File: src/rtl/core_pkg.sv
// rtl/core_pkg.sv - shared datapath types and register-select encodings for the core
package core_pkg;

  localparam int CORE_DATA_W = 32;
  localparam int CORE_REG_AW = 5;

  typedef logic [CORE_DATA_W-1:0] word_t;
  typedef logic [CORE_REG_AW-1:0] regaddr_t;

  localparam logic [1:0] REGSEL_ALU = 2'b00;
  localparam logic [1:0] REGSEL_HI  = 2'b01;
  localparam logic [1:0] REGSEL_LO  = 2'b10;

endpackage

File: src/rtl/wb_stage_if.sv
// rtl/wb_stage_if.sv - EX-to-WB handshake bundle and register-file write port
interface wb_stage_if #(
  parameter int DATA_W = 32,
  parameter int REG_AW = 5
);

  logic              flush_EX;
  logic              regwrite_EX;
  logic              enhilo_EX;
  logic [1:0]        regsel_EX;
  logic              rdrt_EX;
  logic              gpio_out_EX;
  logic              gpio_in_EX;
  logic [REG_AW-1:0] rd_EX;
  logic [REG_AW-1:0] rt_EX;
  logic [DATA_W-1:0] alu_lo_EX;
  logic [DATA_W-1:0] alu_hi_EX;

  logic              regwrite_WB;
  logic [REG_AW-1:0] writeaddr_WB;
  logic [DATA_W-1:0] writedata_WB;

  // master is the EX side (control unit + ALU); slave is the writeback stage
  modport master (
    output flush_EX, regwrite_EX, enhilo_EX, regsel_EX, rdrt_EX,
           gpio_out_EX, gpio_in_EX, rd_EX, rt_EX, alu_lo_EX, alu_hi_EX,
    input  regwrite_WB, writeaddr_WB, writedata_WB
  );

  modport slave (
    input  flush_EX, regwrite_EX, enhilo_EX, regsel_EX, rdrt_EX,
           gpio_out_EX, gpio_in_EX, rd_EX, rt_EX, alu_lo_EX, alu_hi_EX,
    output regwrite_WB, writeaddr_WB, writedata_WB
  );

endinterface

File: src/rtl/hilo_regs.sv
// rtl/hilo_regs.sv - HI/LO product register pair with a shared load enable
module hilo_regs
  import core_pkg::*;
#(
  parameter int DATA_W = CORE_DATA_W
) (
  input  logic              clk,
  input  logic              rst,
  input  logic              load,
  input  logic [DATA_W-1:0] hi_d,
  input  logic [DATA_W-1:0] lo_d,
  output logic [DATA_W-1:0] hi_q,
  output logic [DATA_W-1:0] lo_q
);

  always_ff @(posedge clk) begin
    if (rst) begin
      hi_q <= '0;
      lo_q <= '0;
    end else if (load) begin
      hi_q <= hi_d;
      lo_q <= lo_d;
    end
  end

endmodule

File: src/rtl/wb_stage.sv
// rtl/wb_stage.sv - writeback stage: WB pipeline register, HI/LO, GPIO latch, retire counter
module wb_stage
  import core_pkg::*;
#(
  parameter int DATA_W = CORE_DATA_W,
  parameter int REG_AW = CORE_REG_AW,
  parameter int CNT_W  = 32
) (
  input  logic              clk,
  input  logic              rst,
  wb_stage_if.slave         bus,
  input  logic [DATA_W-1:0] gpio_in,
  output logic [DATA_W-1:0] gpio_out,
  output logic [DATA_W-1:0] hi_o,
  output logic [DATA_W-1:0] lo_o,
  output logic [CNT_W-1:0]  retired_cnt
);

  logic              live;
  logic [REG_AW-1:0] waddr;
  logic [DATA_W-1:0] wdata;

  assign live  = ~bus.flush_EX;
  assign waddr = bus.rdrt_EX ? bus.rt_EX : bus.rd_EX;

  // HI/LO are read before the edge, so mfhi/mflo see the pre-update value
  always_comb begin
    wdata = bus.alu_lo_EX;
    if (bus.regsel_EX == REGSEL_HI) begin
      wdata = hi_o;
    end else if (bus.regsel_EX == REGSEL_LO) begin
      wdata = lo_o;
    end else if (bus.gpio_in_EX) begin
      wdata = gpio_in;
    end
  end

  hilo_regs #(
    .DATA_W (DATA_W)
  ) u_hilo (
    .clk  (clk),
    .rst  (rst),
    .load (live & bus.enhilo_EX),
    .hi_d (bus.alu_hi_EX),
    .lo_d (bus.alu_lo_EX),
    .hi_q (hi_o),
    .lo_q (lo_o)
  );

  always_ff @(posedge clk) begin
    if (rst) begin
      bus.regwrite_WB  <= 1'b0;
      bus.writeaddr_WB <= '0;
      bus.writedata_WB <= '0;
      gpio_out         <= '0;
      retired_cnt      <= '0;
    end else begin
      bus.regwrite_WB <= live & bus.regwrite_EX & (|waddr);
      if (live) begin
        bus.writeaddr_WB <= waddr;
        bus.writedata_WB <= wdata;
        retired_cnt      <= retired_cnt + 1'b1;
        if (bus.gpio_out_EX) begin
          gpio_out <= bus.alu_lo_EX;
        end
      end
    end
  end

endmodule

File: src/flat_wrapper.sv
// flat-port wrapper written by rule: the top's interface ports become plain ports
module wb_stage_flat import core_pkg::*;
#(
  parameter int DATA_W = CORE_DATA_W,
  parameter int REG_AW = CORE_REG_AW,
  parameter int CNT_W  = 32
)
  (clk, rst, gpio_in, gpio_out, hi_o, lo_o, retired_cnt, bus_flush_EX, bus_regwrite_EX, bus_enhilo_EX, bus_regsel_EX, bus_rdrt_EX, bus_gpio_out_EX, bus_gpio_in_EX, bus_rd_EX, bus_rt_EX, bus_alu_lo_EX, bus_alu_hi_EX, bus_regwrite_WB, bus_writeaddr_WB, bus_writedata_WB);
  wb_stage_if #(.DATA_W(DATA_W), .REG_AW(REG_AW)) bus_i ();
  input  logic clk;
  input  logic rst;
  input  logic [DATA_W-1:0] gpio_in;
  output logic [DATA_W-1:0] gpio_out;
  output logic [DATA_W-1:0] hi_o;
  output logic [DATA_W-1:0] lo_o;
  output logic [CNT_W-1:0] retired_cnt;
  input wire logic [$bits(bus_i.flush_EX)-1:0] bus_flush_EX;
  input wire logic [$bits(bus_i.regwrite_EX)-1:0] bus_regwrite_EX;
  input wire logic [$bits(bus_i.enhilo_EX)-1:0] bus_enhilo_EX;
  input wire logic [$bits(bus_i.regsel_EX)-1:0] bus_regsel_EX;
  input wire logic [$bits(bus_i.rdrt_EX)-1:0] bus_rdrt_EX;
  input wire logic [$bits(bus_i.gpio_out_EX)-1:0] bus_gpio_out_EX;
  input wire logic [$bits(bus_i.gpio_in_EX)-1:0] bus_gpio_in_EX;
  input wire logic [$bits(bus_i.rd_EX)-1:0] bus_rd_EX;
  input wire logic [$bits(bus_i.rt_EX)-1:0] bus_rt_EX;
  input wire logic [$bits(bus_i.alu_lo_EX)-1:0] bus_alu_lo_EX;
  input wire logic [$bits(bus_i.alu_hi_EX)-1:0] bus_alu_hi_EX;
  output wire logic [$bits(bus_i.regwrite_WB)-1:0] bus_regwrite_WB;
  output wire logic [$bits(bus_i.writeaddr_WB)-1:0] bus_writeaddr_WB;
  output wire logic [$bits(bus_i.writedata_WB)-1:0] bus_writedata_WB;
  assign bus_i.flush_EX = bus_flush_EX;
  assign bus_i.regwrite_EX = bus_regwrite_EX;
  assign bus_i.enhilo_EX = bus_enhilo_EX;
  assign bus_i.regsel_EX = bus_regsel_EX;
  assign bus_i.rdrt_EX = bus_rdrt_EX;
  assign bus_i.gpio_out_EX = bus_gpio_out_EX;
  assign bus_i.gpio_in_EX = bus_gpio_in_EX;
  assign bus_i.rd_EX = bus_rd_EX;
  assign bus_i.rt_EX = bus_rt_EX;
  assign bus_i.alu_lo_EX = bus_alu_lo_EX;
  assign bus_i.alu_hi_EX = bus_alu_hi_EX;
  assign bus_regwrite_WB = bus_i.regwrite_WB;
  assign bus_writeaddr_WB = bus_i.writeaddr_WB;
  assign bus_writedata_WB = bus_i.writedata_WB;
  wb_stage #(.DATA_W(DATA_W), .REG_AW(REG_AW), .CNT_W(CNT_W)) u_core (.clk(clk), .rst(rst), .bus(bus_i), .gpio_in(gpio_in), .gpio_out(gpio_out), .hi_o(hi_o), .lo_o(lo_o), .retired_cnt(retired_cnt));
endmodule
File: config.mk
export PLATFORM = sky130hd
export DESIGN_NAME = wb_stage_flat
export DESIGN_NICKNAME = d
export VERILOG_FILES = /design/src/rtl/core_pkg.sv /design/src/rtl/wb_stage_if.sv /design/src/rtl/hilo_regs.sv /design/src/rtl/wb_stage.sv /design/src/flat_wrapper.sv
export SDC_FILE = /design/constraint.sdc
export NUM_CORES = 1
export LEC_CHECK = 0
export CAP_MARGIN = 5
export CELL_PAD_IN_SITES_DETAIL_PLACEMENT = 1
export CELL_PAD_IN_SITES_GLOBAL_PLACEMENT = 1
export CORE_ASPECT_RATIO = 1.25
export CORE_MARGIN = 2
export CORE_UTILIZATION = 36
export CTS_BUF_LIST = sky130_fd_sc_hd__clkbuf_2 sky130_fd_sc_hd__clkbuf_4 sky130_fd_sc_hd__clkbuf_8
export DETAILED_ROUTE_END_ITERATION = 6
export MAX_ROUTING_LAYER = met4
export PLACE_DENSITY_LB_ADDON = 0.1
export SYNTH_ARGS = -nofsm -noshare
export SYNTH_HDL_FRONTEND = slang
export SYNTH_SLANG_ARGS = --single-unit
File: constraint.sdc
create_clock -name clk -period 4.75 [get_ports clk]
set_input_delay 0.95 -clock clk [delete_from_list [all_inputs] [get_ports clk]]
set_output_delay 0.95 -clock clk [all_outputs]
set_load 0.005 [all_outputs]
**After elaboration in Yosys (flattened, before gate mapping)**

Cells that the tools add are included.
Widths: inputs -> output; s select.

- Register bits after elaboration: 166
- Output and inout port bits: 166

- $add $sub $neg: 1
- Eq/ne operators: 2
- Mux-type cells: 4
- Bitwise operators: 4
- Reduce and logical (&&, ||, !) cells: 2

Operators with widths:

| kind | count |
|---|---|
| $mux 32 | 3 |
| $add 32x1->32 const B | 1 |
| $mux 5 | 1 |
| $reduce_or 5->1 | 1 |
| $and 1x1->1 | 3 |
| $eq 2x1->1 const B | 1 |
| $eq 2x2->1 const B | 1 |
| $reduce_and 2->1 | 1 |
| $not 1->1 | 1 |

**Logic depth before layout (Yosys ltp)**

- Depth in word-level cells: 3
- Depth in mapped cells: 7
- Mapped depth without buffers: 6

**By module**

A second synthesis with hierarchy kept.

- Cell total of the unflattened synthesis: 878
- Area, all modules: 7,638.6 um2

By module, submodules not included:

| module | instances | cells each | area an instance (um2) |
|---|---|---|---|
| wb_stage | 1 | 672 | 5,347.6 |
| hilo_regs | 1 | 206 | 2,290.9 |

**Worst setup path before layout**

OpenSTA, ideal clock, no wires.

- Path type: input to register
- Start point: input port bus_gpio_in_EX
- End point: register u_core.bus.writedata_WB[19]
- Setup time: 0.128 ns
- Arrival time: 2.061 ns
- Required time: 4.622 ns
- Setup slack: 2.561 ns
- Stages: 7
- Path buffers: 2
- Path through: clkbuf_1 > buf_2 > mux2_2 > mux2i_1 > mux2i_1 > mux2i_1 > nor2_1

- Longest elaborated chain between the ends: 3

Ends and longest elaborated chain:

| element | RTL line | RTL |
|---|---|---|
| from (decl) | flat_wrapper.sv:23 | `input wire logic [$bits(bus_i.gpio_in_EX)-1:0] bus_gpio_in_EX;` |
| $mux 32 | wb_stage.sv:33 | `end else if (bus.gpio_in_EX) begin` |
| $mux 32 | wb_stage.sv:31 | `end else if (bus.regsel_EX == REGSEL_LO) begin` |
| $mux 32 | wb_stage.sv:29 | `if (bus.regsel_EX == REGSEL_HI) begin` |
| to (signal assigned) | wb_stage.sv:61 | `bus.writedata_WB <= wdata;` |
| to (decl) | wb_stage_if.sv:33 | `output regwrite_WB, writeaddr_WB, writedata_WB` |

Every way passes these cells.
A chain may end at the register's enable or synchronous reset.

==> impl_metrics.env <==
export IMPL_ctsHoldBuffers=0
export IMPL_post_cts_setup_buffers=0
export IMPL_first_pass_iters=4
export IMPL_cp_arrival_ps=2940
export IMPL_synth_avg_cell_area_sq_um=8.697
export IMPL_synth_edff_count=0
export IMPL_antenna_found_initial=2
export IMPL_clk_latency_ps=450
export IMPL_hold_violations=0
export IMPL_route_detailed_drc=0
export IMPL_wl_um=24600
export IMPL_synth_top_area_share_pct=44.59
export IMPL_final_nets=1215
export IMPL_syn_area_sq_um=7453
export IMPL_cap_violations=0
export IMPL_layout_min_cycle_time_ps=2563
export IMPL_routedWlPerCell_um=17.79
export IMPL_fin_cells=1383
export IMPL_skew_ps=12.88
export IMPL_die_area_sq_um=21880
export IMPL_postSynthCellCount=857
export IMPL_drive_above_1_share_pct=6.031
export IMPL_ys_warn_count=0
export IMPL_cp_end_kind="register"
export IMPL_place_gp_congestion=0.7685
export IMPL_synth_common_cells="198 x nand2_1, 166 x dfxtp_1, 134 x mux2i_1, 105 x a21oi_1, 73 x nor2_1"
export IMPL_path_buf_inv=1
export IMPL_yosysMostFrequentCell="nand2_1"
export IMPL_grt_max_degree=87
export IMPL_cts_buffers=17
export IMPL_ir_worst_vdd_v=0.0001739
export IMPL_relSlewSlack_pct=25.99
export IMPL_rsz0062_at_grt="no"
export IMPL_outcome="finished, final reports clean"
export IMPL_drv_slew=0
export IMPL_required_ps=5130
export IMPL_overflow=0
export IMPL_yosysTopAreaCell="dfxtp_1"
export IMPL_grt_pass1_vias=7141
export IMPL_root_buffer="clkbuf_8"
export IMPL_tightest_slew_ps=1110
export IMPL_rows=58
export IMPL_cts_num_sinks=166
export IMPL_setup_ws_ps=2187
export IMPL_synth_cell_types=32
export IMPL_setup_violations=0
export IMPL_start_util_pct=36.81
export IMPL_cts_buffer_depth=2
export IMPL_crit_family="simple AND/OR/NAND/NOR gates"
export IMPL_num_vias=6857
export IMPL_postRouteAntennaNets=0
export IMPL_ys_seq_area_share_pct=44.59
export IMPL_power_density_nw_per_um2=284.2
export IMPL_async_flop_share_pct=0
export IMPL_clk_pin_slew_ps=100
export IMPL_critPathKind="in -> reg"
export IMPL_dp_slack_ps=1707
export IMPL_core_sq_um=20250
export IMPL_synth_seq_cells=166
export IMPL_syn_to_final_growth_pct=44.96
export IMPL_globalRouteTotalUtil_pct=23.10
export IMPL_synth_flop_cell="dfxtp_1"
export IMPL_cellLeakagePower_nw=4.198
export IMPL_synth_nets=974
export IMPL_cts_max_level=4
export IMPL_cp_max_fo=51
export IMPL_min_path_type="reg -> reg"
export IMPL_io_pins=282
export IMPL_finalCritPeriodShare_pct=53.96
export IMPL_slowest_stage="and3_1"
export IMPL_tritoncts="done"
export IMPL_fmax_mhz=390.2
export IMPL_hpwl_um=17030
export IMPL_vias_per_cell=4.958
export IMPL_die_w_um=132.7
export IMPL_place_inst=1349
export IMPL_cts_resized=0
export IMPL_worst_setup_path_start_kind="primary input"
export IMPL_setup_tns_ps=0
export IMPL_die_h_um=164.9
export IMPL_grt_pass1_wl_um=38800
export IMPL_synth_area_top_cells="dfxtp_1 45%, mux2i_1 18%, nand2_1 10%"
export IMPL_port_buffers=281
export IMPL_hold_slack_ps=457.1
export IMPL_cp_slowest_stage_delay_ps=470
export IMPL_crit_chain="buf_4, and4b_1, and3_1, nand3_1, or3_1, a21oi_1"
export IMPL_dpl_cell_area_sq_um=10390
export IMPL_fin_area_sq_um=10800
export IMPL_drt_first_iter_violations=317
power breakdown:
part           leakage [nW]  internal (mW)  switching [mW]
Sequential             1.35           1.45          0.0390
Combinational          2.65          0.288           0.227
Clock                 0.196          0.510           0.557
cells by family (layout without fill, tap and decap cells):
logic type / after synthesis / count (layout) / share of synthesized area, %
flip-flops: 166 / 166 / 44.59
buffers and inverters: 65 / 319 / 3.660
AND/OR/NAND/NOR: 322 / 322 / 18.18
adder cells (fa/ha/maj): 1 / 1 / 0.1678
multiplexers: 166 / 166 / 22.83
other: 0 / 2 / 0
XOR/XNOR: 27 / 27 / 3.173
AO/OA/AOI/OAI: 110 / 110 / 7.403
area by class of cell:
cell class                 instances  area (sq um)
fill                            2397          9443
antenna                            2         5.005
timing repair buffer             286          2845
tap                              270         337.8
sequential                       166          3323
clock inverter                    12         142.6
inverter                           1         3.754
clock buffer                      20         269.0
multi-input combinational        626          3877
worst reg2reg max path, delay by kind of cell (launching register included):
family,cells,cell delay (ps)
AO/OA/AOI/OAI,1,140
adder cells (fa/ha/maj),1,180
flip-flops,1,410
AND/OR/NAND/NOR,4,1350
path summary, 6_finish.rpt:
check | slack (ps) | from | cells past startpoint | to
hold reg to reg | 460 | u_core.gpio_out[4] | 2 | u_core.gpio_out[4]
setup reg to reg | 2610 | u_core.retired_cnt[0] | 6 | u_core.retired_cnt[30]
hold / removal | 460 | u_core.gpio_out[4] | 2 | u_core.gpio_out[4]
setup / recovery | 2190 | bus_flush_EX | 6 | u_core.retired_cnt[23]
state kept, by name, indices dropped and copies added (netlist names):
| name | flops |
|---|---|
| u_core.bus.writedata_WB | 32 |
| u_core.u_hilo.lo_q | 32 |
| u_core.u_hilo.hi_q | 32 |
| u_core.retired_cnt | 32 |
| u_core.bus.regwrite_WB | 1 |
| u_core.gpio_out | 32 |
| u_core.bus.writeaddr_WB | 5 |
layout by cell type, fill, tap and decap left out, drive strengths merged, types with 7 or more instances in the layout:
cell             n
a21oi          105
and3             7
buf             10
clkbuf          20
clkdlybuf4s50  276
dfxtp          166
mux2            32
mux2i          134
nand2          198
nand3           10
nand4           12
nor2            74
xor2            22
per-layer routing:
| layer | routed length [um] | track usage (%) |
|---|---|---|
| met1 | 10680 | 27.33 |
| met2 | 12090 | 39.00 |
| met5 | 0 | - |
| met4 | 523 | 8.016 |
| met3 | 1304 | 5.034 |
stage by stage:
step                utilization, %  power (mW)
finish                       53.36       3.071
global route                 53.36       3.215
CTS                          53.34       3.118
detailed placement           51.30       2.043
global placement             51.30       2.035
floorplan                        -       1.750
Power figures use the tool's default switching activity.
